--- config.mk ---
export PLATFORM = sky130hd
export DESIGN_NAME = ysyx_201979054_axi_req_arbiter
export DESIGN_NICKNAME = d
export VERILOG_FILES = /design/src/rtl/ysyx_201979054_axi_req_arbiter.sv
export SDC_FILE = /design/constraint.sdc
export NUM_CORES = 1
export LEC_CHECK = 0
export ABC_CLOCK_PERIOD_IN_PS = 1700
export BUFFER_PORTS_ARGS = -buffer_cell sky130_fd_sc_hd__buf_2
export CAP_MARGIN = 20
export CELL_PAD_IN_SITES_DETAIL_PLACEMENT = 0
export CELL_PAD_IN_SITES_GLOBAL_PLACEMENT = 2
export CORE_AREA = 3 3 217 219
export DETAILED_ROUTE_END_ITERATION = 8
export DIE_AREA = 0 0 220 222
export PLACE_DENSITY_LB_ADDON = 0.12
export SKIP_CTS_REPAIR_TIMING = 1
export SLEW_MARGIN = 20
export SYNTH_ARGS = -nofsm -noshare
export SYNTH_HDL_FRONTEND = slang
export SYNTH_SLANG_ARGS = --single-unit
--- constraint.sdc ---
create_clock -name clk -period 1.7 [get_ports clk]
set_clock_uncertainty 0.1 [all_clocks]
set_input_delay 0.085 -clock clk [delete_from_list [all_inputs] [get_ports clk]]
set_output_delay 0.085 -clock clk [all_outputs]
set_load 0.02 [all_outputs]
--- src/rtl/ysyx_201979054_axi_req_arbiter.sv ---
// Purpose: shares one AXI4 master between I-cache (port 0) and D-cache (port 1); optional ARB_ROUND_ROBIN_EN.
// Latency: request sampled in IDLE drives o_read_req/o_write_req on the next cycle; beat/done paths are combinational.
// Backpressure: requests are level-held until o_pN_done; the losing port simply waits, no credits involved.
module ysyx_201979054_axi_req_arbiter #(
  parameter int ADDR_WIDTH = 32,
  parameter int DATA_WIDTH = 64
) (
  input  logic                  clk,
  input  logic                  arst,
  input  logic                  i_p0_read_req,
  input  logic                  i_p0_write_req,
  input  logic [ADDR_WIDTH-1:0] i_p0_addr,
  input  logic [7:0]            i_p0_len,
  input  logic [2:0]            i_p0_size,
  input  logic [7:0]            i_p0_strb,
  input  logic [DATA_WIDTH-1:0] i_p0_wdata,
  output logic [DATA_WIDTH-1:0] o_p0_rdata,
  output logic                  o_p0_handshake,
  output logic                  o_p0_done,
  input  logic                  i_p1_read_req,
  input  logic                  i_p1_write_req,
  input  logic [ADDR_WIDTH-1:0] i_p1_addr,
  input  logic [7:0]            i_p1_len,
  input  logic [2:0]            i_p1_size,
  input  logic [7:0]            i_p1_strb,
  input  logic [DATA_WIDTH-1:0] i_p1_wdata,
  output logic [DATA_WIDTH-1:0] o_p1_rdata,
  output logic                  o_p1_handshake,
  output logic                  o_p1_done,
  output logic                  o_read_req,
  output logic                  o_write_req,
  output logic [ADDR_WIDTH-1:0] o_addr,
  output logic [7:0]            o_len,
  output logic [2:0]            o_size,
  output logic [7:0]            o_strb,
  output logic [DATA_WIDTH-1:0] o_wdata,
  input  logic [DATA_WIDTH-1:0] i_rdata,
  input  logic                  i_handshake,
  input  logic                  i_done,
  output logic [1:0]            o_grant
);

  typedef enum logic [1:0] {
    S_IDLE    = 2'd0,
    S_BUSY    = 2'd1,
    S_RELEASE = 2'd2
  } state_t;

  state_t state;
  logic   req0;
  logic   req1;
  logic   pick1;
  logic   fwd0;
  logic   fwd1;

`ifdef ARB_ROUND_ROBIN_EN
  // Index of the most recent winner; reset to 1 so the first tie favours port 0.
  logic   last_grant;
`endif

  // Winner selection: a lone requester always wins; ties resolved by the build-time policy.
  always_comb begin
    req0 = i_p0_read_req | i_p0_write_req;
    req1 = i_p1_read_req | i_p1_write_req;
`ifdef ARB_ROUND_ROBIN_EN
    pick1 = req1 & (~req0 | ~last_grant);
`else
    pick1 = req1;
`endif
  end

  // Return path: only the owner of an active burst sees beats, handshakes and done.
  always_comb begin
    fwd0           = (state == S_BUSY) & o_grant[0];
    fwd1           = (state == S_BUSY) & o_grant[1];
    o_p0_rdata     = fwd0 ? i_rdata : '0;
    o_p1_rdata     = fwd1 ? i_rdata : '0;
    o_p0_handshake = fwd0 & i_handshake;
    o_p1_handshake = fwd1 & i_handshake;
    o_p0_done      = fwd0 & i_done;
    o_p1_done      = fwd1 & i_done;
    o_wdata        = fwd1 ? i_p1_wdata : (fwd0 ? i_p0_wdata : '0);
  end

  // Grant FSM: latch the winner's command in IDLE, hold it through BUSY, spend one RELEASE cycle
  // so the finished requester can drop its level request before the next arbitration.
  always_ff @(posedge clk) begin
    if (arst) begin
      state       <= S_IDLE;
      o_read_req  <= 1'b0;
      o_write_req <= 1'b0;
      o_addr      <= '0;
      o_len       <= '0;
      o_size      <= '0;
      o_strb      <= '0;
      o_grant     <= 2'b00;
`ifdef ARB_ROUND_ROBIN_EN
      last_grant  <= 1'b1;
`endif
    end else begin
      case (state)
        S_IDLE: begin
          if (req0 | req1) begin
            state <= S_BUSY;
`ifdef ARB_ROUND_ROBIN_EN
            last_grant <= pick1;
`endif
            if (pick1) begin
              o_grant     <= 2'b10;
              o_write_req <= i_p1_write_req;
              o_read_req  <= ~i_p1_write_req;
              o_addr      <= i_p1_addr;
              o_len       <= i_p1_len;
              o_size      <= i_p1_size;
              o_strb      <= i_p1_strb;
            end else begin
              o_grant     <= 2'b01;
              o_write_req <= i_p0_write_req;
              o_read_req  <= ~i_p0_write_req;
              o_addr      <= i_p0_addr;
              o_len       <= i_p0_len;
              o_size      <= i_p0_size;
              o_strb      <= i_p0_strb;
            end
          end
        end
        S_BUSY: begin
          if (i_done) begin
            state       <= S_RELEASE;
            o_read_req  <= 1'b0;
            o_write_req <= 1'b0;
            o_grant     <= 2'b00;
          end
        end
        S_RELEASE: begin
          state <= S_IDLE;
        end
        default: begin
          state <= S_IDLE;
        end
      endcase
    end
  end

endmodule

## After elaboration in Yosys (flattened, before gate mapping)

Index checks and enable logic that the tools add are counted.

- Bits in registers: 57
- Word-level logic and storage cells: 49
- Input port bits: 302

- Eq/ne operators: 3
- Muxes and demuxes: 22
- Reduce and logical (&&, ||, !) cells: 5
- Bitwise operators: 11

Operator list:

| operator | count |
|---|---|
| two-way mux 64 bit | 4 |
| two-way mux 32 bit | 1 |
| two-way mux 8 bit | 2 |
| two-way mux 2 bit | 5 |
| one-hot mux 2 bit (2 select lines) | 2 |
| bitwise AND 1 bit | 6 |
| two-way mux 1 bit | 5 |
| != test 2 bit (second input constant) | 2 |
| one-hot mux 1 bit (2 select lines) | 2 |
| AND reduction 2 bit | 2 |
| two-way mux 3 bit | 1 |
| OR 1 bit | 3 |
| AND reduction 3 bit | 1 |
| == test 2 x 1 -> 1 bit (second input constant) | 1 |
| zero test 2 bit | 1 |
| inverter 1 bit | 2 |
| nonzero test 2 bit | 1 |

## Longest topological paths before layout

Gate-level depths: netlist (run 1).

- Depth after elaboration: 4
- Depth in mapped cells: 6

## Worst setup path after synthesis (run 1)

No wires, ideal clock.

- Kind: reg-to-output
- Start point: reg o_grant[1]
- End point: out o_wdata[19]
- Cell stages (with the launch flop): 6
- Path buffers: 3
- Setup slack: -0.099 ns
- Data arrival time: 1.614 ns
- Cells stage by stage: dfxtp_1 and3b_1 clkbuf_1 clkbuf_1 clkbuf_1 a22o_1

- Word-level cells in the longest chain between the ends: 2

RTL lines:

| element | line | RTL |
|---|---|---|
| start, declared | 40 | `output logic [1:0] o_grant` |
| start signal, assigned | 96 | `o_grant <= 2'b00;` |
| start signal, assigned | 109 | `o_grant <= 2'b10;` |
| start signal, assigned | 117 | `o_grant <= 2'b01;` |
| bitwise AND 1 bit | 75 | `fwd1 = (state == S_BUSY) & o_grant[1];` |
| two-way mux 64 bit | 82 | `o_wdata = fwd1 ? i_p1_wdata : (fwd0 ? i_p0_wdata : '0);` |
| end, declared | 36 | `output logic [DATA_WIDTH-1:0] o_wdata,` |

No other way between the ends.

## Worst setup path in the final report (run 1)

- Start point: reg state[1]
- End point: out o_wdata[21]

- Word-level cells in the longest chain between the ends: 4
- Elaborated cells on any way between the ends: 5
- Classes of those cells: eq/ne (1); mux (2); bitwise (2)

RTL lines:

| element | line | RTL |
|---|---|---|
| start, declared | 49 | `state_t state;` |
| start signal, assigned | 89 | `state <= S_IDLE;` |
| start signal, assigned | 104 | `state <= S_BUSY;` |
| start signal, assigned | 129 | `state <= S_RELEASE;` |
| == test 2 x 1 -> 1 bit * | 74, 75 |  |
| bitwise AND 1 bit | 74 | `fwd0 = (state == S_BUSY) & o_grant[0];` |
| two-way mux 64 bit | 82 |  |
| two-way mux 64 bit * | 82 |  |

Mark *: on every way between the ends. The rest lies on a longest branch, timed or not.

==> results.toml, run 1 <==
[worst_setup_path]
worstSetupEndpoint = "o_wdata[21]"
reg2reg_from = "state[1]"
crit_top_cell = "buf_4"
critPathCaptureType = "primary output"
cp_num_buf_inv = 4
startpoint_type = "register"
worstReg2RegEnd = "o_addr[9]"
reg2reg_depth = 5
critPathTopFamily = "buffers and inverters"
cp_slowest_cell = "dfxtp_4"
r2r_setup_slack_ps = 210
cp.arrival_ps = 1800
cp.required_ps = 1510
slowest_delay_ps = 350
cp.depth = 7
crit_start = "state[1]"
crit_chain = "and3b_2 -> nor2b_4 -> buf_4 -> clkbuf_16 -> buf_4 -> a22o_1 -> buf_6"
setup.worst_path.class = "register to primary output"
cp_max_fo = 6

[finish]
multi_input_area_mm2 = 0.00321
drive_gt1_share_pct = 73.0
seq_area_mm2 = 0.00114
n_fill_cell = 5070
final_nets = 1377
final_core_util_pct = 22.9
syn_to_final_growth_pct = 139

[global_route]
met3_usage_pct = 4.54
grt_pass1_wl_um = 49800
grt_overflow = 0
antenna_found_initial = 14
grt_use_total_pct = 14.5
grt_use_met2_pct = 28.7
grt.busiest_layer = "met2"
met1_usage_pct = 14.6
grt_max_degree = 67
grt_pass1_vias = 6142

[routing]
vias = 6316
vias_per_cell = 3.74
drt_pass1_iterations = 4
drt_iter0_drc = 198
post_drt_wl_per_cell_um = 24.2
drcViolationCount = 0
wirelength_um = 40900
ant_nets = 0

[timing]
relSlewSlack_pct = 73.5
worst_slew_pin_slew_ps = 387
rsz0062_at_grt = "true"
final_hold_viol_count = 0
setup_slack_ps = -289
finalCriticalPeriod_ps = 1990
drv_slew = 0
min_period_over_period_pct = 117
fmax_ghz = 0.503
setup_viol = 193

[clock_network]
clk_pin_slew_ps = 50
cts-htree-levels = 3
numCtsBuffers = 9
clock_sinks = 57
clockRootBuffer = "clkbuf_16"
cts_tree = "done"
clk_path_buf_depth = 2
clock_latency_ps = 320

[synthesis]
synth_flop_cell = "dfxtp_1"
syn_area_mm2 = 0.00435
synth.top_cell.area_share_pct = 26.2
synthTopCellsByArea = "dfxtp_1 (26%), and2_1 (19%), a211oi_2 (14%)"
yosys-top-cells-count = "and2_1 (133), a22o_1 (65), dfxtp_1 (57)"
ys_seq_area_share_pct = 26.2
async_flop_share_pct = 0
yosys.area.top_type = "dfxtp_1"
postSynthCellCount = 492
mappedNetlistNets = 794
synth_edf_count = 0
postSynthAreaPerCell_um2 = 8.84
ys_types = 26
ys_seq_elements = 57
yosysMostFrequentCell = "and2_1"
ys_warn_count = 0

[flow_run]
cap_violations = 0

[pwr]
p_per_area_mw_per_mm2 = 574
fin_total_pwr_mw = 5.96
leakagePower_nw = 5.02
peakVddDrop_v = 0.000441

[run_status]
failed_checks = "setup timing"
status = "finished, violations left"

[die]
start_util_pct = 9.61
die-area_mm2 = 0.0488
core-area_mm2 = 0.0453
die_w_um = 220
io_pins = 553
die_y_um = 222
rows = 78

[place]
place.gp.congestion = 0.785
place_hpwl_um = 32400
portBuffers = 552

[hold_path]
hold_class = "input pin to register"
cell type report:
cell class / count / share of cell area, %
sequential: 57 / 11.0
clock inverter: 5 / 0.289
clock buffer: 11 / 2.43
timing repair buffer: 631 / 47.9
antenna: 9 / 0.217
tap: 600 / 7.22
multi-input combinational: 374 / 30.8
inverter: 2 / 0.0722
cells in the final DEF, fill, tap and decap left out, types with 3 or more instances in the layout:
master and instances:
a211oi_1 3, a211oi_2 48, a21oi_1 51, a22o_1 60
a22o_4 5, and2_1 53, and2_4 80, buf_12 20
buf_16 3, buf_2 370, buf_4 71, buf_6 146
buf_8 6, clkbuf_16 24, clkinv_2 3, dfxtp_1 56
diode_2 9, mux2i_1 51, nor2_1 3
how the worst min path moves through the flow:
stage                      startpoint  cells past startpoint  slack [ps]       end
after floorplan                i_done                      1         100  state[0]
after global placement    i_p1_len[6]                      3         370  o_len[6]
after detailed placement  i_p1_len[6]                      3         360  o_len[6]
after CTS                 i_p1_len[6]                      3         0.6  o_len[6]
after global routing      i_p1_len[6]                      3          10  o_len[6]
final                     i_p1_len[6]                      3          30  o_len[6]
worst reg2reg max path: stages (launching register included):
cell and delay, ps:
dfxtp_4 340, buf_4 150, nor2_4 170, buf_4 310
a21oi_1 140, a211oi_2 200
routing by layer:
layer	vias to the layer above	wire (um)	part of all wire (%)
met5	-	100	0.24
met4	14	966	2.4
met3	51	3500	8.6
met2	286	22100	54
met1	2987	14200	35
li1	2978	-	-
state kept, by name, indices dropped and copies added (netlist names):
signal	flops
o_addr	32
o_len	8
o_strb	8
o_size	3
o_grant	2
state	2
o_read_req	1
o_write_req	1
stage by stage:
stage / TNS (ps) / setup slack (ps) / std cells / hold slack (ps) / cell area (um2)
after floorplan: 0 / 89.0 / 492 / 102 / 4360
after global placement: -874 / -63.4 / 1628 / 368 / 8110
after detailed placement: -968 / -41.4 / 1628 / 363 / 8110
after CTS: -35400 / -358 / 1644 / 0.627 / 8400
after global routing: -47540 / -382 / 1683 / 14.2 / 10400
final: -32580 / -289 / 1689 / 26.6 / 10400
power by group:
group / leakage, nW / internal, mW / switching (mW) / total, mW
Sequential: 0.475 / 1.48 / 0.0750 / 1.56
Clock: 0.137 / 1.06 / 0.667 / 1.72
Combinational: 4.41 / 1.27 / 1.41 / 2.68
cell families (layout without fill, tap and decap cells):
family / after synthesis / after routing / synth area share [%]
compound gates: 174 / 174 / 34.5
simple gates: 149 / 149 / 21.2
buf+inv: 61 / 649 / 6.36
flops: 57 / 57 / 26.2
mux: 51 / 51 / 11.7
other cells: 0 / 9 / 0
Note: power is estimated with default switching activity, not from simulation.
==> run 2, diff against run 1 <==
--- a/config.mk
+++ b/config.mk
@@ -10,9 +10,9 @@
 export CAP_MARGIN = 20
 export CELL_PAD_IN_SITES_DETAIL_PLACEMENT = 0
 export CELL_PAD_IN_SITES_GLOBAL_PLACEMENT = 2
-export CORE_AREA = 3 3 217 219
+export CORE_AREA = 2 2 216 218
 export DETAILED_ROUTE_END_ITERATION = 8
-export DIE_AREA = 0 0 220 222
+export DIE_AREA = 0 0 218 220
 export PLACE_DENSITY_LB_ADDON = 0.12
 export SKIP_CTS_REPAIR_TIMING = 1
 export SLEW_MARGIN = 20
==> results.toml, run 2 (same netlist as run 1, synthesis figures left out) <==
[worst_setup_path]
slowest_delay_ps = 320
cp_slowest_cell = "dfxtp_2"
cp.arrival_ps = 1780
critPathCaptureType = "primary output"
critPathTopFamily = "buffers and inverters"
crit_chain = "and3b_2 -> nor2b_4 -> buf_12 -> buf_8 -> a22o_1 -> buf_6"
cp_max_fo = 8
startpoint_type = "register"
cp_num_buf_inv = 3
cp.required_ps = 1510
setup.worst_path.class = "register to primary output"

[finish]
syn_to_final_growth_pct = 135
n_fill_cell = 5121
instances_no_fill = 1685
mostFrequentLayoutCells = "buf_2 (408), buf_6 (135), and2_1 (67), and2_4 (66), a22o_1 (59)"
final_nets = 1372
max_flop_register = "o_addr"
fin_area_mm2 = 0.0102
drive_gt1_share_pct = 71.8
seq_area_mm2 = 0.00114
largest_reg_flops = 32
final_core_util_pct = 22.3
reg_top3 = "o_addr x32, o_len x8, o_strb x8"
multi_input_area_mm2 = 0.00318
layout_commonest_cell = "buf_2"

[routing]
vias_per_cell = 3.70
drcViolationCount = 0
drt_iter0_drc = 215
ant_nets = 0
vias = 6229
drt_pass1_iterations = 4
post_drt_wl_per_cell_um = 22.6
wirelength_um = 38100

[global_route]
grt_overflow = 0
grt_pass1_vias = 5771
grt_pass1_wl_um = 46000
grt_max_degree = 57
antenna_found_initial = 10
grt_use_total_pct = 13.6

[timing]
worst_slew_pin_slew_ps = 479
setup_viol = 186
drv_slew = 0
finalCriticalPeriod_ps = 1970
final_hold_viol_count = 2
min_period_over_period_pct = 116
rsz0062_at_grt = "true"
fmax_ghz = 0.508
timing.hold.ws_ps = -4.89
setup_slack_ps = -267
relSlewSlack_pct = 67.2

[die]
die-area_mm2 = 0.0480
start_util_pct = 9.49
rows = 79
io_pins = 553
core-area_mm2 = 0.0459
die_y_um = 220
die_w_um = 218

[clock_network]
clock_sinks = 57
clk_pin_slew_ps = 60
clock_latency_ps = 340
numCtsBuffers = 9
cts-htree-levels = 3
clk_path_buf_depth = 2
cts_tree = "done"
clockRootBuffer = "clkbuf_16"

[pwr]
p_per_area_mw_per_mm2 = 606
leakagePower_nw = 4.98
peakVddDrop_v = 0.000482

[flow_run]
cap_violations = 0

[run_status]
status = "finished, violations left"
failed_checks = "hold timing, setup timing"

[place]
place.gp.congestion = 0.832
portBuffers = 552
dp_cells = 1627
dpl_cell_area_mm2 = 0.00809
place_hpwl_um = 29900

[hold_path]
hold_class = "input pin to register"
-- run 2: changes by cell type in the layout (fill, tap and decap cells not counted), moves of 2 or more --
cell      change
buf_2        +38
and2_1       +14
buf_4        -47
and2_4       -14
buf_6        -11
clkinv_2      -2
clkbuf_4     +13
dfxtp_2       +3
dfxtp_1       -2
buf_8         +4
diode_2       -6
-- run 2: report_power, final --
group | leakage (nW) | total [mW] | switching (mW) | internal (mW)
sequential | 0.475 | 1.56 | 0.0753 | 1.49
clock | 0.151 | 1.95 | 0.698 | 1.25
combinational | 4.36 | 2.68 | 1.41 | 1.27
total | 4.98 | 6.19 | 2.18 | 4.00
-- run 2: path summary, 6_finish.rpt --
kind	depth (start not counted)	end	from	slack, ps
worst max-delay path	6	o_wdata[53]	state[1]	-270
worst min-delay path	2	state[0]	i_done	-5
worst max register to register	4	o_grant[0]	state[1]	230
worst min register to register	2	o_read_req	o_read_req	390
-- run 2: area by class of cell --
class / instances / share of cell area, %
well taps: 607 / 7.43
inverters: 2 / 0.0735
diodes: 3 / 0.0735
repair buffers: 626 / 47.0
multi-input cells: 374 / 31.1
flip-flops and latches: 57 / 11.2
clock buffers: 12 / 2.61
clock inverters: 4 / 0.490
-- run 2: per-stage QoR --
step / TNS [ps] / setup WS (ps) / total power [mW]
floorplan: 0 / 89.0 / 2.72
global placement: -358 / -34.0 / 3.84
detailed placement: -962 / -50.2 / 3.83
CTS: -34090 / -351 / 5.85
global route: -42970 / -351 / 6.50
finish: -29350 / -267 / 6.19
-- run 2: metal layers --
metal | global-route usage (%) | up-vias | share of wire (%) | wire (um)
met4 | 4.01 | 18 | 2.2 | 840
met1 | 16.4 | 2911 | 40 | 15400
met2 | 23.1 | 285 | 49 | 18800
met3 | 4.24 | 50 | 7.8 | 2990
li1 | - | 2965 | - | -
met5 | 0 | - | 0.30 | 113
==> run 3, diff against run 2 <==
--- a/config.mk
+++ b/config.mk
@@ -11,6 +11,7 @@
 export CELL_PAD_IN_SITES_DETAIL_PLACEMENT = 0
 export CELL_PAD_IN_SITES_GLOBAL_PLACEMENT = 2
 export CORE_AREA = 2 2 216 218
+export CTS_BUF_LIST = sky130_fd_sc_hd__clkbuf_2
 export DETAILED_ROUTE_END_ITERATION = 8
 export DIE_AREA = 0 0 218 220
 export PLACE_DENSITY_LB_ADDON = 0.12
==> results.toml, run 3 (same netlist as run 1, synthesis figures left out) <==
[finish]
largest_reg_flops = 32
reg_top3 = "o_addr x32, o_len x8, o_strb x8"
max_flop_register = "o_addr"
syn_to_final_growth_pct = 155
mostFrequentLayoutCells = "buf_2 (404), buf_6 (133), dlygate4sd3_1 (106), and2_4 (70), and2_1 (63)"
multi_input_area_mm2 = 0.00320
n_fill_cell = 5114
drive_gt1_share_pct = 65.6
seq_area_mm2 = 0.00114
fin_area_mm2 = 0.0111
final_nets = 1481
layout_commonest_cell = "buf_2"

[timing]
drv_slew = 0
timing.hold.ws_ps = 47.4
fmax_ghz = 0.456
final_hold_viol_count = 0
min_period_over_period_pct = 129
setup_viol = 196
worst_slew_pin_slew_ps = 437
relSlewSlack_pct = 70.1
setup_slack_ps = -494
rsz0062_at_grt = "true"
finalCriticalPeriod_ps = 2190

[routing]
ant_nets = 0
vias = 6667
post_drt_wl_per_cell_um = 21.5
drt_iter0_drc = 244
wirelength_um = 38500
vias_per_cell = 3.72
drcViolationCount = 0
maxUsedRoutingLayer = "met5"
dr_wl_met2_um = 18900
drt_pass1_iterations = 4
wl_met3_um = 2800
wl_met1_um = 15600

[worst_setup_path]
cp_max_fo = 21
critPathCaptureType = "primary output"
cp.required_ps = 1510
setup.worst_path.class = "register to primary output"
cp.arrival_ps = 2010
startpoint_type = "register"

[pwr]
peakVddDrop_v = 0.000229
p_per_area_mw_per_mm2 = 487
leakagePower_nw = 5.35

[global_route]
grt_max_degree = 57
grt_use_total_pct = 13.6
grt_overflow = 0
antenna_found_initial = 10
grt_pass1_wl_um = 46000
grt_pass1_vias = 5774

[hold_path]
hold_class = "input pin to register"

[clock_network]
numCtsBuffers = 9
clock_latency_ps = 550
cts_tree = "done"
clock_sinks = 57
clockRootBuffer = "clkbuf_2"
clk_path_buf_depth = 2
cts-htree-levels = 3
clk_pin_slew_ps = 170

[run_status]
failed_checks = "setup timing"
status = "finished, violations left"

[die]
die-area_mm2 = 0.0480
die_y_um = 220
die_w_um = 218
rows = 79
core-area_mm2 = 0.0459
io_pins = 553
start_util_pct = 9.49

[flow_run]
cap_violations = 0

[place]
place_hpwl_um = 29900
place.gp.congestion = 0.832
dpl_cell_area_mm2 = 0.00809
portBuffers = 552
run 3: layout make-up:
class,instances,area share [%]
inverter,2,0.0678
sequential,57,10.3
tap,607,6.86
clock buffer,9,0.407
timing repair buffer,735,52.8
antenna,3,0.0678
multi-input combinational,374,28.9
clock inverter,7,0.554
run 3: path summary, 6_finish.rpt:
path                        from          end  slack, ps  depth (start not counted)
setup / recovery        state[1]  o_wdata[44]       -490                          6
hold / removal    i_p0_write_req   o_read_req         50                          5
hold reg to reg       o_read_req   o_read_req        410                          2
setup reg to reg        state[1]   o_grant[0]        250                          4
run 3: layer usage:
layer  up-vias  global-route usage [%]
li1       3181                       -
met1      3136                    16.4
met2       280                    23.1
met3        54                    4.20
met4        16                    4.29
met5         -                       0
run 3: per-stage QoR:
step                TNS (ps)  power (mW)  utilization, %  instances  setup slack [ps]
floorplan                  0        2.72               -        492              89.0
global placement        -358        3.84            17.6       1627             -34.0
detailed placement      -962        3.83            17.6       1627             -50.2
CTS                  -101760        4.83            17.9       1643              -705
global route         -104080        5.73            24.1       1792              -639
finish                -77480        5.39            24.1       1794              -494
run 3: worst max-delay path, stage by stage, from the launching register on:
cell	delay [ps]
dfxtp_2	360
and3b_2	250
nor2b_4	210
buf_12	160
buf_12	160
a22o_1	190
buf_6	130
run 3: power by group:
group | total (mW) | switching (mW) | internal (mW)
sequential | 1.56 | 0.0758 | 1.48
combinational | 2.91 | 1.44 | 1.46
clock | 0.926 | 0.605 | 0.321
total | 5.39 | 2.13 | 3.27
